**config.mk**
```make
export PLATFORM = sky130hd
export DESIGN_NAME = ones_count_arb
export DESIGN_NICKNAME = d
export VERILOG_FILES = /design/src/rtl/ones_count_arb.sv
export SDC_FILE = /design/constraint.sdc
export NUM_CORES = 1
export LEC_CHECK = 0
export CAP_MARGIN = 20
export CORE_MARGIN = 5
export CORE_UTILIZATION = 35
export DETAILED_ROUTE_END_ITERATION = 8
export GPL_ROUTABILITY_DRIVEN = 0
export REMOVE_ABC_BUFFERS = 1
export SLEW_MARGIN = 20
export SYNTH_ARGS = -nofsm -noshare
export SYNTH_HDL_FRONTEND = slang
export SYNTH_SLANG_ARGS = --single-unit
```
**constraint.sdc**
```tcl
create_clock -name clk -period 5.35 [get_ports clk]
set_input_delay 1.605 -clock clk [delete_from_list [all_inputs] [get_ports clk]]
set_output_delay 1.605 -clock clk [all_outputs]
set_load 0.05 [all_outputs]
```
**src/rtl/ones_count_arb.sv**
```systemverilog
// Two-requester round-robin popcount scheduler over one shared 8-bit ones_count datapath.
// Latency: NBYTES cycles from accept to rsp_valid; with ONES_COUNT_ARB_SKIP_EN, zero upper bytes are skipped (min 1).
// Backpressure: requests are refused outside IDLE; the response holds stable until rsp_ready.

module ones_count (
    input  logic [7:0] dat_in,
    output logic [3:0] count
);
    always_comb begin
        count = '0;
        for (int i = 0; i < 8; i++) begin
            count = count + {3'b000, dat_in[i]};
        end
    end
endmodule

module ones_count_arb #(
    parameter  int NBYTES = 4,
    localparam int W      = 8 * NBYTES,
    localparam int CW     = $clog2(W + 1)
) (
    input  logic          clk,
    input  logic          rst_n,
    input  logic          req0_valid,
    input  logic [W-1:0]  req0_data,
    output logic          req0_ready,
    input  logic          req1_valid,
    input  logic [W-1:0]  req1_data,
    output logic          req1_ready,
    output logic          rsp_valid,
    input  logic          rsp_ready,
    output logic          rsp_id,
    output logic [CW-1:0] rsp_count
);
    localparam int IW = (NBYTES > 1) ? $clog2(NBYTES) : 1;

    typedef enum logic [1:0] {IDLE, RUN, RESP} state_t;

    state_t        state;
    state_t        state_nxt;
    logic          last_id;
    logic          cur_id;
    logic [W-1:0]  shreg;
    logic [CW-1:0] acc;
    logic [IW-1:0] idx;
    logic [3:0]    byte_cnt;
    logic          grant;
    logic          accept;
    logic          run_done;

    ones_count u_ones_count (
        .dat_in (shreg[7:0]),
        .count  (byte_cnt)
    );

`ifdef ONES_COUNT_ARB_SKIP_EN
    // Stop early once every byte still waiting in the shift register is zero.
    assign run_done = (idx == IW'(NBYTES - 1)) || ((shreg >> 8) == '0);
`else
    assign run_done = (idx == IW'(NBYTES - 1));
`endif

    // Contested grant goes to whichever requester was not served last.
    assign grant = (req0_valid && req1_valid) ? ~last_id : req1_valid;

    always_ff @(posedge clk or negedge rst_n) begin
        if (!rst_n) begin
            state <= IDLE;
        end else begin
            state <= state_nxt;
        end
    end

    always_comb begin
        state_nxt  = state;
        req0_ready = 1'b0;
        req1_ready = 1'b0;
        accept     = 1'b0;
        case (state)
            IDLE: begin
                req0_ready = req0_valid && !grant;
                req1_ready = req1_valid && grant;
                accept     = req0_valid || req1_valid;
                if (accept) begin
                    state_nxt = RUN;
                end
            end
            RUN: begin
                if (run_done) begin
                    state_nxt = RESP;
                end
            end
            RESP: begin
                if (rsp_ready) begin
                    state_nxt = IDLE;
                end
            end
            default: state_nxt = IDLE;
        endcase
    end

    always_ff @(posedge clk or negedge rst_n) begin
        if (!rst_n) begin
            shreg   <= '0;
            acc     <= '0;
            idx     <= '0;
            cur_id  <= 1'b0;
            last_id <= 1'b1;
        end else begin
            if (accept) begin
                shreg  <= grant ? req1_data : req0_data;
                acc    <= '0;
                idx    <= '0;
                cur_id <= grant;
            end else if (state == RUN) begin
                acc   <= acc + CW'(byte_cnt);
                shreg <= shreg >> 8;
                idx   <= idx + IW'(1);
            end else if (state == RESP && rsp_ready) begin
                last_id <= cur_id;
            end
        end
    end

    assign rsp_valid = (state == RESP);
    assign rsp_id    = cur_id;
    assign rsp_count = acc;

endmodule

```
==> results.toml <==
[synthesis]
syn-cell-area_um2 = 2696
synth.lib_cells_used.distinct = 35
synthesis.instances = 311
postSynthAreaPerCell_um2 = 8.670
netlist.area_leader.share_pct = 39.91
synth_top_cell_by_area = "sky130_fd_sc_hd__dfrtp_1"
synth_warnings = 0
post_synth_main_area_contributors = "sky130_fd_sc_hd__dfrtp_1, sky130_fd_sc_hd__nand2_1, sky130_fd_sc_hd__o22a_1"
synth_sequential_area_ratio_pct = 40.88
ys_seq_elements = 44

[clocking]
tritoncts_num_sinks = 44
clock_tree_from_tritoncts = "built"
clk_latency_ns = 0.30
cts_inserted_buffers = 5
clock_tree.htree_level_count = 2
cts_post_setup_buffers_inserted = 0
cts_resized = 0
postCtsHoldBufs = 0
clock_path_buffers = 2
cts.reportedPaths.clkPinSlew_ns = 0.08
root_buffer = "sky130_fd_sc_hd__clkbuf_8"

[cells_and_area]
finish.cell_count_without_fillers = 481
area.growth.synth_to_final_pct = 33.09
num-nets-final = 460
multi_input_area_um2 = 1390
fillCellCount = 765
fraction_of_final_layout_cells_sized_beyond_drive_strength_1_pct = 5.805
final_core_util_pct = 47.17
seqCellArea_um2 = 1102
antenna_cells = 0

[detailed_routing]
highest_layer = "met4"
detail_route.vias_per_cell = 4.817
drt-initial-drc-count = 62
wl_met2_um = 3156
wl_met1_um = 2934
antenna_violating_nets_left = 0
first_pass_iters = 4
drc_errors = 0
routed_wl_um = 6442
wl_met3_um = 278
detail_route.wl_per_cell_um = 13.39
total_via_count_after_detailed_routing = 2317

[die]
num_io_pins = 79
die_area_um2 = 9559
initial_core_utilization_pct = 35.44
chipWidth_um = 97.77
placementRows = 32
vertical_die_dimension_um = 97.77
floorplan.core_area_um2 = 7607

[sta]
fin_crit_sh_pct = 84.98
max_slew.worst_pin.slew_ns = 1.013
maxSlewHeadroom_pct = 32.48
finalSetupTns_ns = 0
finalWorstSetupSlack_ns = 0.8034
rsz0062_at_grt = "false"
maxSlewViolCount = 0
finalCriticalPeriod_ns = 4.547
timing.final.setup_violations = 0
highest_clock_rate_mhz = 219.9
finClkSkew_ns = 0.01062
final_hold_viol_count = 0

[run]
cap_viol_max_count = 0

[worst_setup_path]
worst-path-max-fanout = 13
worstPathCellList = "clkdlybuf4s50_1, a21boi_4, and2_1, buf_12"
worst-endpoint-arrival_ns = 2.94
critical-path-top-delay-family = "buffers and inverters"
critPathKind = "in -> out"
critical_path.startpoint_type = "primary input"
setup.worst_path.end_class = "output pin"
timing.critical_path.slowest_stage_cell = "sky130_fd_sc_hd__clkdlybuf4s50_1"
critical_path_required_ns = 3.74
cpPeakStageDelay_ns = 0.54
crit_buf_inv = 2

[grt]
globalRouteTotalUtil_pct = 14.21
grt_pass1_vias = 2492
antenna_found_initial = 0
grt.overflow.total = 0
maximum_number_of_pins_on_one_net_before_global_route_repair = 49
first_pass_grt_wire_length_um = 11190

[power]
power_density_nw_per_um2 = 619.7
total_power_w = 0.002224
power.ir.vdd_worst_mv = 0.2213
cellLeakagePower_nw = 1.638

[placed_design]
dp_hpwl_um = 4672
numPlacedInstances = 473
portBuffers = 78
pre_cts_slack_ns = 0.7886

[worst_hold_path]
min_path_type = "reg -> reg"

[run_status]
outcome = "finished clean"
[registers in the layout, summed over array words and instances (netlist names)]
name and cells:
shreg 32, rsp_count 6, idx 2, state 2, last_id 1, rsp_id 1
[layer usage]
layer	global-route usage [%]	up-vias
li1	-	1201
met1	17.37	1060
met2	24.99	48
met3	3.643	8
met4	3.621	0
met5	0	-
[through the flow]
step,hold WS (ns),cell area [µm²]
after floorplan,0.4614,2547
after global placement,0.4604,3493
after detailed placement,0.4695,3493
after CTS,0.4809,3586
after global routing,0.5103,3588
final,0.4775,3588
[where the power goes]
part,internal [W],total (W),switching (W)
Combinational,0.000617,0.00138,0.000760
Clock,0.0000925,0.000212,0.000120
Sequential,0.000506,0.000635,0.000129
[layout make-up]
| class | instances | share of cell area (%) |
|---|---|---|
| Tap cell | 102 | 3.556 |
| Multi-Input combinational cell | 229 | 38.74 |
| Inverter | 16 | 1.674 |
| Timing Repair Buffer | 82 | 22.73 |
| Clock buffer | 5 | 1.918 |
| Sequential cell | 44 | 30.72 |
| Clock inverter | 3 | 0.6625 |
[Yosys cell counts]
cell and n:
sky130_fd_sc_hd__o21ai_1 12, sky130_fd_sc_hd__buf_2 11, sky130_fd_sc_hd__and2b_1 1, sky130_fd_sc_hd__nor2_2 2
sky130_fd_sc_hd__buf_1 2, sky130_fd_sc_hd__nor2b_1 3, sky130_fd_sc_hd__o22a_1 24, sky130_fd_sc_hd__a21oi_1 24
sky130_fd_sc_hd__ha_1 8, sky130_fd_sc_hd__o21a_1 2, sky130_fd_sc_hd__a21o_1 1, sky130_fd_sc_hd__a21boi_4 1
sky130_fd_sc_hd__buf_6 7, sky130_fd_sc_hd__o31ai_1 1, sky130_fd_sc_hd__dfrtp_1 43, sky130_fd_sc_hd__nand3_1 12
sky130_fd_sc_hd__inv_1 16, sky130_fd_sc_hd__xor2_1 1, sky130_fd_sc_hd__mux2i_1 10, sky130_fd_sc_hd__clkbuf_1 2
sky130_fd_sc_hd__nor2_1 4, sky130_fd_sc_hd__fa_1 5, sky130_fd_sc_hd__and2_1 1, sky130_fd_sc_hd__nand2_1 80
sky130_fd_sc_hd__o21ai_2 1, sky130_fd_sc_hd__a22o_1 1, sky130_fd_sc_hd__nor3_2 1, sky130_fd_sc_hd__a211oi_1 1
sky130_fd_sc_hd__dfstp_2 1, sky130_fd_sc_hd__o211ai_1 1, sky130_fd_sc_hd__xnor2_1 1, sky130_fd_sc_hd__o21ai_0 28
sky130_fd_sc_hd__nor3b_1 1, sky130_fd_sc_hd__nand2b_1 1, sky130_fd_sc_hd__mux2_2 1
[cell usage in the layout (no fill, tap or decap), types with 2 or more instances in the layout]
cell / instances
sky130_fd_sc_hd__o22a_1: 24
sky130_fd_sc_hd__nand3_1: 12
sky130_fd_sc_hd__clkbuf_8: 5
sky130_fd_sc_hd__fa_1: 5
sky130_fd_sc_hd__mux2i_1: 10
sky130_fd_sc_hd__nor2b_1: 3
sky130_fd_sc_hd__o21ai_1: 12
sky130_fd_sc_hd__nand2_1: 80
sky130_fd_sc_hd__o21a_1: 2
sky130_fd_sc_hd__buf_4: 6
sky130_fd_sc_hd__clkinvlp_4: 2
sky130_fd_sc_hd__clkdlybuf4s50_1: 75
sky130_fd_sc_hd__dfrtp_1: 43
sky130_fd_sc_hd__ha_1: 8
sky130_fd_sc_hd__inv_1: 16
sky130_fd_sc_hd__a21oi_1: 24
sky130_fd_sc_hd__nor2_1: 4
sky130_fd_sc_hd__o21ai_0: 28
[worst paths after layout]
kind	from	to	slack [ns]	depth (start not counted)
max in group asynchronous	rst_n	shreg[21]	3.68	1
hold / removal	rsp_count[5]	rsp_count[5]	0.48	1
min in group asynchronous	rst_n	rsp_count[3]	1.29	1
hold reg to reg	rsp_count[5]	rsp_count[5]	0.48	1
setup reg to reg	shreg[1]	rsp_count[5]	1.53	12
setup / recovery	req0_valid	req1_ready	0.80	4
[cells by family after synthesis]
kind of cell    count (synthesis)  synth area share [%]
fa+ha+maj                      13                 7.425
mux                            11                 4.130
buf+inv                        38                 7.750
flops                          44                 40.88
xor+xnor                        2                0.6498
compound gates                 97                 22.69
simple gates                  106                 16.47
Note: power is estimated with default switching activity, not from simulation.
